==> src/rtl/ps2_key_decoder.sv <==
// PS/2 set-2 scan-byte decoder: make/break/E0/E1 sequences -> one key event per keystroke.
// Define ASCII_LUT_EN to register a set-2 -> ASCII translation with each event.
module ps2_key_decoder #(
    parameter int unsigned IGN_LEN = 7,
    parameter int unsigned CNT_W   = 8
) (
    input  logic             clk,
    input  logic             clrn,
    input  logic             in_valid,
    input  logic [7:0]       in_data,
    output logic             evt_valid,
    output logic             evt_make,
    output logic             evt_repeat,
    output logic             evt_ext,
    output logic [7:0]       evt_code,
    output logic [7:0]       evt_ascii,
    output logic             key_held,
    output logic [7:0]       held_code,
    output logic             held_ext,
    output logic [CNT_W-1:0] press_cnt,
    output logic             err_seq
);

    localparam int unsigned IGN_W = $clog2(IGN_LEN + 1);

    typedef enum logic [2:0] {StIdle, StExt, StBrk, StExtBrk, StIgn} state_e;

    state_e           state_q, state_d;
    logic [IGN_W-1:0] ign_q, ign_d;
    logic             emit, emit_make, emit_ext, err_set;
    logic             key_match;

    always_comb begin
        state_d   = state_q;
        ign_d     = ign_q;
        emit      = 1'b0;
        emit_make = 1'b0;
        emit_ext  = 1'b0;
        err_set   = 1'b0;
        if (in_valid) begin
            unique case (state_q)
                StIdle: begin
                    case (in_data)
                        8'hE0: state_d = StExt;
                        8'hF0: state_d = StBrk;
                        8'hE1: begin
                            state_d = StIgn;
                            ign_d   = IGN_W'(IGN_LEN);
                        end
                        8'hAA, 8'hFA, 8'hEE, 8'h00, 8'hFF: ;
                        default: begin
                            emit      = 1'b1;
                            emit_make = 1'b1;
                        end
                    endcase
                end
                StExt: begin
                    state_d = StIdle;
                    case (in_data)
                        8'hF0:        state_d = StExtBrk;
                        8'hE0, 8'hE1: err_set = 1'b1;
                        default: begin
                            emit      = 1'b1;
                            emit_make = 1'b1;
                            emit_ext  = 1'b1;
                        end
                    endcase
                end
                StBrk, StExtBrk: begin
                    state_d = StIdle;
                    if (in_data == 8'hE0 || in_data == 8'hF0 || in_data == 8'hE1) begin
                        err_set = 1'b1;
                    end else begin
                        emit     = 1'b1;
                        emit_ext = (state_q == StExtBrk);
                    end
                end
                StIgn: begin
                    ign_d = ign_q - IGN_W'(1);
                    if (ign_q == IGN_W'(1)) state_d = StIdle;
                end
                default: state_d = StIdle;
            endcase
        end
    end

    assign key_match = key_held && (held_code == in_data) && (held_ext == emit_ext);

    always_ff @(posedge clk or negedge clrn) begin
        if (!clrn) begin
            state_q <= StIdle;
            ign_q   <= '0;
        end else begin
            state_q <= state_d;
            ign_q   <= ign_d;
        end
    end

    always_ff @(posedge clk or negedge clrn) begin
        if (!clrn) begin
            evt_valid  <= 1'b0;
            evt_make   <= 1'b0;
            evt_repeat <= 1'b0;
            evt_ext    <= 1'b0;
            evt_code   <= 8'h00;
            key_held   <= 1'b0;
            held_code  <= 8'h00;
            held_ext   <= 1'b0;
            press_cnt  <= '0;
            err_seq    <= 1'b0;
        end else begin
            evt_valid <= emit;
            if (emit) begin
                evt_make   <= emit_make;
                evt_ext    <= emit_ext;
                evt_code   <= in_data;
                evt_repeat <= emit_make && key_match;
                // Last-pressed key wins; a break only clears the key it names.
                if (emit_make && !key_match) begin
                    press_cnt <= press_cnt + CNT_W'(1);
                    key_held  <= 1'b1;
                    held_code <= in_data;
                    held_ext  <= emit_ext;
                end
                if (!emit_make && key_match) key_held <= 1'b0;
            end
            if (err_set) err_seq <= 1'b1;
        end
    end

`ifdef ASCII_LUT_EN
    function automatic logic [7:0] to_ascii(input logic [7:0] code);
        case (code)
            8'h1C: return 8'h61;  8'h32: return 8'h62;  8'h21: return 8'h63;
            8'h23: return 8'h64;  8'h24: return 8'h65;  8'h2B: return 8'h66;
            8'h34: return 8'h67;  8'h33: return 8'h68;  8'h43: return 8'h69;
            8'h3B: return 8'h6A;  8'h42: return 8'h6B;  8'h4B: return 8'h6C;
            8'h3A: return 8'h6D;  8'h31: return 8'h6E;  8'h44: return 8'h6F;
            8'h4D: return 8'h70;  8'h15: return 8'h71;  8'h2D: return 8'h72;
            8'h1B: return 8'h73;  8'h2C: return 8'h74;  8'h3C: return 8'h75;
            8'h2A: return 8'h76;  8'h1D: return 8'h77;  8'h22: return 8'h78;
            8'h35: return 8'h79;  8'h1A: return 8'h7A;
            8'h45: return 8'h30;  8'h16: return 8'h31;  8'h1E: return 8'h32;
            8'h26: return 8'h33;  8'h25: return 8'h34;  8'h2E: return 8'h35;
            8'h36: return 8'h36;  8'h3D: return 8'h37;  8'h3E: return 8'h38;
            8'h46: return 8'h39;
            8'h29: return 8'h20;  8'h5A: return 8'h0D;  8'h66: return 8'h08;
            default: return 8'h00;
        endcase
    endfunction

    always_ff @(posedge clk or negedge clrn) begin
        if (!clrn) begin
            evt_ascii <= 8'h00;
        end else if (emit) begin
            evt_ascii <= emit_ext ? 8'h00 : to_ascii(in_data);
        end
    end
`else
    assign evt_ascii = 8'h00;
`endif

endmodule
==> config.mk <==
export PLATFORM = sky130hd
export DESIGN_NAME = ps2_key_decoder
export DESIGN_NICKNAME = d
export VERILOG_FILES = /design/src/rtl/ps2_key_decoder.sv
export SDC_FILE = /design/constraint.sdc
export NUM_CORES = 1
export LEC_CHECK = 0
export ABC_AREA = 0
export CORE_MARGIN = 2
export CORE_UTILIZATION = 45
export CTS_CLUSTER_SIZE = 40
export DETAILED_ROUTE_END_ITERATION = 10
export PLACE_DENSITY = 0.83
export SLEW_MARGIN = 20
export SYNTH_ARGS = -nofsm -noshare
export SYNTH_HDL_FRONTEND = slang
export SYNTH_SLANG_ARGS = --single-unit
==> constraint.sdc <==
create_clock -name clk -period 4.2 [get_ports clk]
set_clock_uncertainty 0.05 [all_clocks]
set_input_delay 0.42 -clock clk [delete_from_list [all_inputs] [get_ports clk]]
set_output_delay 0.42 -clock clk [all_outputs]
set_load 0.01 [all_outputs]
==> results.sh, run 1 <==
export IMPL_status="complete, no violations"
export IMPL_avgRoutedWirePerCell_um=15.0
export IMPL_num_vias=1434
export IMPL_dieWidth_um=70.4
export IMPL_drc=0
export IMPL_gp_congestion=0.808
export IMPL_power_total_mw=1.15
export IMPL_cts_root_buf="clkbuf_8"
export IMPL_fp_coreArea_sq_um=4290
export IMPL_avgSynthCellArea_sq_um=11.6
export IMPL_r2r_slack_ns=1.57
export IMPL_share_comb_of_total_power_pct=29.3
export IMPL_ir_worst_vdd_mv=0.260
export IMPL_fp_row_count=24
export IMPL_area_growth_pct=26.3
export IMPL_yosys_warnings=0
export IMPL_postCtsHoldBufs=0
export IMPL_clock_latency_ns=0.29
export IMPL_cts_setup_buffers=0
export IMPL_ant_nets=0
export IMPL_initial_core_util_pct=46.2
export IMPL_grt_max_degree=38
export IMPL_hold_viol=0
export IMPL_path_clk_slew_ns=0.07
export IMPL_grt_pass1_wl_um=6620
export IMPL_maxSlewViolCount=0
export IMPL_cp_max_fo=15
export IMPL_power_per_cell_area_nw_per_um2=460
export IMPL_max_freq_mhz=313
export IMPL_rr_worst_depth=7
export IMPL_holdCritPathClass="input pin to async pin"
export IMPL_rsz0062_at_grt="no"
export IMPL_grt_pass1_vias=1372
export IMPL_p_seq_share_pct=43.1
export IMPL_cts_tree="yes"
export IMPL_final_core_util_pct=58.3
export IMPL_h_tree_depth=2
export IMPL_synth_async_reset_ratio_pct=100
export IMPL_synth_seq_cells=37
export IMPL_drt_pass1_iter_count=4
export IMPL_p_leak_nw=1.09
export IMPL_synthTopCellsByArea="dfrtp_1 47%, mux2_4 6.1%, mux2_2 5.7%"
export IMPL_required_ns=4.33
export IMPL_cts_buffer_depth=2
export IMPL_numPortBuffers=41
export IMPL_swShare_pct=29.1
export IMPL_min_period_ns=3.19
export IMPL_p_int_mw=0.816
export IMPL_tightest_slew_ns=0.841
export IMPL_die_h_um=70.4
export IMPL_ys_flop_type="dfrtp_1"
export IMPL_dp_hpwl_um=2890
export IMPL_vias_per_cell=5.41
export IMPL_timing_slew_headroom_pct=43.9
export IMPL_p_sw_mw=0.334
export IMPL_drt_iter0_markers=70
export IMPL_cts_resized=0
export IMPL_setup_worst_path_start="in_data[4]"
export IMPL_cts_sinks=37
export IMPL_grt_overflow_total=0
export IMPL_design_area_sq_um=2500
export IMPL_layout_common_cells="40 x clkdlybuf4s50_1, 37 x dfrtp_1, 10 x mux2_2"
export IMPL_setup_viol=0
export IMPL_drt_total_wl_um=3960
export IMPL_final_common_cell="clkdlybuf4s50_1"
export IMPL_syn_area_sq_um=1980
export IMPL_drive_gt1_share_pct=16.9
export IMPL_tns_ns=0
export IMPL_seq_area_frac_synth_pct=46.7
export IMPL_arrival_ns=3.32
export IMPL_critPathCaptureType="flop"
export IMPL_antenna_found_initial=0
export IMPL_synthDistinctLibCells=44
export IMPL_numCtsBuffers=5
export IMPL_holdWs_ns=0.175
export IMPL_dieArea_sq_um=4950
export IMPL_synth_top_cell_area_share_pct=46.7
export IMPL_cp_start_kind="input pin"
export IMPL_fin_crit_sh_pct=76.0
export IMPL_synthCells=171
export IMPL_clockPowerShare_pct=27.6
export IMPL_place_area_sq_um=2390
export IMPL_r2r_end="press_cnt[1]"
export IMPL_antennaDiodeCount=0
export IMPL_io_pins=50
export IMPL_fin_nets=229
export IMPL_yosysTopAreaCell="dfrtp_1"
export IMPL_rr_startpoint="state_q[2]"
export IMPL_crit_type="input pin to flop"
export IMPL_synth_edf_count=0
export IMPL_crit_end="press_cnt[1]"
export IMPL_cap_violations=0
export IMPL_track_usage_pct=17.3
-- worst max-delay path: stages --
cell	delay, ns
clkdlybuf4s50_1	0.74
nand2_1	0.15
a311o_2	0.52
or3_1	0.41
inv_1	0.10
ha_1	0.19
nor3b_2	0.17
buf_4	0.26
mux2_2	0.35
-- cell families after synthesis --
kind of cell | count (synthesis) | share of synthesized area (%)
flops | 37 | 46.7
buf+inv | 24 | 7.01
mux | 19 | 12.2
compound gates | 27 | 10.9
simple gates | 40 | 11.6
other cells | 1 | 0.189
xor+xnor | 17 | 7.51
fa+ha+maj | 6 | 3.79
-- power groups by stage --
stage | registers, mW | clock network (mW) | logic, mW
floorplan | 0.515 | 0 | 0.166
global placement | 0.500 | 0 | 0.330
detailed placement | 0.503 | 0 | 0.340
CTS | 0.497 | 0.323 | 0.341
global route | 0.508 | 0.336 | 0.371
finish | 0.496 | 0.317 | 0.337
-- routing by layer --
layer	share of wire, %	global-route usage (%)	wire length, um	up-vias
li1	-	-	-	675
met1	46	23.0	1820	700
met2	46	26.9	1830	50
met3	5.5	3.90	217	9
met4	2.3	8.12	90	0
met5	0	0	0	-
-- layout make-up --
class / count / area (sq um)
Clock buffer: 7 / 86.3
Clock inverter: 1 / 30.0
Fill cell: 353 / 1790
Inverter: 9 / 33.8
Multi-Input combinational cell: 117 / 948
Sequential cell: 37 / 926
Tap cell: 52 / 65.1
Timing Repair Buffer: 42 / 413
-- metrics by stage --
| step | instances | worst slack, ns |
|---|---|---|
| 6_report | 265 | 1.01 |
| 5_1_grt | 265 | 0.872 |
| 4_1_cts | 265 | 1.04 |
| 3_5_place_dp | 257 | 0.746 |
| 3_3_place_gp | 257 | 0.894 |
| 2_1_floorplan | 178 | 1.51 |
-- Yosys cell counts (2+ instances only) --
library cell,instances
a22o_1,2
and2_1,2
and4_1,2
buf_2,3
buf_4,8
buf_6,2
clkbuf_1,2
dfrtp_1,37
ha_1,6
inv_1,9
mux2_2,10
mux2_4,8
nand2_1,8
nand3_1,2
nand4_1,5
nor2_1,4
nor3_1,3
nor4_1,7
nor4b_1,2
o21ai_0,9
o31ai_1,2
xnor2_1,8
xor2_1,9
-- sequential cells by signal (all words and copies together) (netlist names) --
name,count
err_seq,1
evt_code,8
held_code,8
evt_valid,1
state_q,3
ign_q,3
evt_make,1
evt_ext,1
press_cnt,8
key_held,1
held_ext,1
evt_repeat,1
-- how the worst min path moves through the flow --
stage,startpoint,end,cells past startpoint
6_report,clrn,press_cnt[5],1
2_1_floorplan,clrn,err_seq,0
3_5_place_dp,press_cnt[7],press_cnt[7],1
4_1_cts,clrn,evt_make,1
5_1_grt,clrn,press_cnt[5],1
3_3_place_gp,err_seq,err_seq,1
No activity file was read; power rests on OpenSTA's default activity.
==> run 2, diff against run 1 <==
--- a/config.mk
+++ b/config.mk
@@ -7,10 +7,10 @@
 export LEC_CHECK = 0
 export ABC_AREA = 0
 export CORE_MARGIN = 2
-export CORE_UTILIZATION = 45
+export CORE_UTILIZATION = 44
 export CTS_CLUSTER_SIZE = 40
 export DETAILED_ROUTE_END_ITERATION = 10
-export PLACE_DENSITY = 0.83
+export PLACE_DENSITY = 0.85
 export SLEW_MARGIN = 20
 export SYNTH_ARGS = -nofsm -noshare
 export SYNTH_HDL_FRONTEND = slang
==> constraint.sdc (replaced) <==
create_clock -name clk -period 2.8 [get_ports clk]
set_clock_uncertainty 0.05 [all_clocks]
set_input_delay 0.28 -clock clk [delete_from_list [all_inputs] [get_ports clk]]
set_output_delay 0.28 -clock clk [all_outputs]
set_load 0.01 [all_outputs]
==> run 2 against run 1 <==
Power is 43% higher. Combinational power is 59% higher. Global-route usage is 0.44 points higher. Register-to-register slack worse by 1.2 ns. Worst hold slack worse by 0.14 ns. Critical path type unchanged. Largest cell class unchanged.
==> results.sh, run 2 (synthesis gave the netlist of run 1 again) <==
export IMPL_dp_cells=280
export IMPL_vias_per_cell=5.23
export IMPL_h_tree_depth=2
export IMPL_busiest_layer="met2"
export IMPL_numCtsBuffers=5
export IMPL_initial_core_util_pct=45.5
export IMPL_grt_max_degree=38
export IMPL_holdCritPathClass="input pin to async pin"
export IMPL_power_total_mw=1.64
export IMPL_dieArea_sq_um=5060
export IMPL_ant_nets=0
export IMPL_min_period_ns=2.62
export IMPL_grt_overflow_total=0
export IMPL_critPathCaptureType="flop"
export IMPL_path_cells="clkdlybuf4s50_1 > nand2_1 > a311o_2 > or3_1 > inv_1 > ha_1 > nor3b_2 > buf_6 > mux2_4"
export IMPL_use_met2_pct=27.2
export IMPL_fp_coreArea_sq_um=4350
export IMPL_num_vias=1500
export IMPL_fin_crit_sh_pct=93.7
export IMPL_rr_worst_depth=7
export IMPL_ir_worst_vdd_mv=0.334
export IMPL_drt_iter0_markers=76
export IMPL_r2r_end="held_code[2]"
export IMPL_slowest_stage="clkdlybuf4s50_1"
export IMPL_path_clk_slew_ns=0.07
export IMPL_layout_common_cells="40 x clkdlybuf4s50_1, 37 x dfrtp_1, 23 x buf_4"
export IMPL_io_pins=50
export IMPL_cts_sinks=37
export IMPL_rr_startpoint="state_q[2]"
export IMPL_tightest_slew_ns=0.822
export IMPL_critPathBufInv=3
export IMPL_cp_max_fo=9
export IMPL_stdcell_count=287
export IMPL_area_growth_pct=34.0
export IMPL_critPathTopFamily="buffers and inverters"
export IMPL_avgRoutedWirePerCell_um=14.0
export IMPL_required_ns=2.92
export IMPL_r2r_slack_ns=0.40
export IMPL_power_per_cell_area_nw_per_um2=619
export IMPL_antennaDiodeCount=0
export IMPL_cp_start_kind="input pin"
export IMPL_antenna_found_initial=0
export IMPL_grtUsageMet3_pct=4.56
export IMPL_dieWidth_um=71.1
export IMPL_cap_violations=0
export IMPL_max_stage_delay_ns=0.60
export IMPL_clock_latency_ns=0.28
export IMPL_cp_depth=9
export IMPL_seq_area_sq_um=926
export IMPL_crit_end="held_code[2]"
export IMPL_status="complete, no violations"
export IMPL_cts_root_buf="clkbuf_8"
export IMPL_tns_ns=0
export IMPL_multi_input_area_sq_um=955
export IMPL_grt_pass1_vias=1499
export IMPL_setup_worst_path_start="in_data[4]"
export IMPL_largestRegisters="evt_code x8, held_code x8, press_cnt x8"
export IMPL_drive_gt1_share_pct=25.1
export IMPL_drt_total_wl_um=4010
export IMPL_cts_tree="yes"
export IMPL_maxSlewViolCount=0
export IMPL_max_freq_mhz=381
export IMPL_gp_congestion=0.813
export IMPL_crit_type="input pin to flop"
export IMPL_timing_slew_headroom_pct=45.2
export IMPL_grt_pass1_wl_um=6970
export IMPL_met1_usage_pct=24.4
export IMPL_final_common_cell="clkdlybuf4s50_1"
export IMPL_rsz0062_at_grt="no"
export IMPL_drt_pass1_iter_count=4
export IMPL_holdWs_ns=0.0397
export IMPL_dp_hpwl_um=3130
export IMPL_fill_cells=362
export IMPL_fin_nets=252
export IMPL_arrival_ns=2.74
export IMPL_hold_viol=0
export IMPL_track_usage_pct=17.8
export IMPL_fp_row_count=24
export IMPL_setup_viol=0
export IMPL_p_leak_nw=1.19
export IMPL_cts_buffer_depth=2
export IMPL_cts_setup_buffers=0
export IMPL_drc=0
export IMPL_die_h_um=71.1
export IMPL_numPortBuffers=41
-- run 2: cell types whose count changed in the layout (fill, tap and decap cells not counted), sizes merged --
cell and delta:
buf +23, bufinv -1
-- run 2: worst min-delay path by stage --
stage               startpoint           end
global placement          clrn  press_cnt[4]
floorplan                 clrn       err_seq
global route              clrn  press_cnt[5]
detailed placement        clrn  press_cnt[5]
finish                    clrn  press_cnt[0]
CTS                       clrn  press_cnt[5]
-- run 2: area by class of cell --
type	instances	share of cell area, %
Clock buffer	7	3.25
Inverter	9	1.27
Multi-Input combinational cell	117	36.0
Sequential cell	37	34.9
Tap cell	52	2.45
Timing Repair Buffer	65	22.2
-- run 2: through the flow --
step | instance area [sq um] | setup WS, ns | utilization [%]
3_3_place_gp | 2560 | -0.0639 | 58.8
5_1_grt | 2660 | 0.000726 | 61.0
6_report | 2660 | 0.176 | 61.0
4_1_cts | 2650 | 0.145 | 60.7
3_5_place_dp | 2560 | -0.159 | 58.8
2_1_floorplan | 2010 | 0.254 | -
-- run 2: power breakdown --
group          switching, mW  internal, mW
clock                  0.169         0.195
combinational          0.219         0.317
sequential             0.102         0.641
total                  0.491          1.15
-- run 2: what timing repair did --
action / in CTS / in global routing
resized for setup: 0 / 2
hold buffers: 0 / 0
hold endpoints to repair: 0 / 0
endpoints found under the setup margin: 0 / 9
-- run 2: metal layers --
metal  routed length (um)  vias up
met1                 1870      726
met4                   71        0
met5                    0        -
met3                  159        6
met2                 1900       36
li1                     -      732
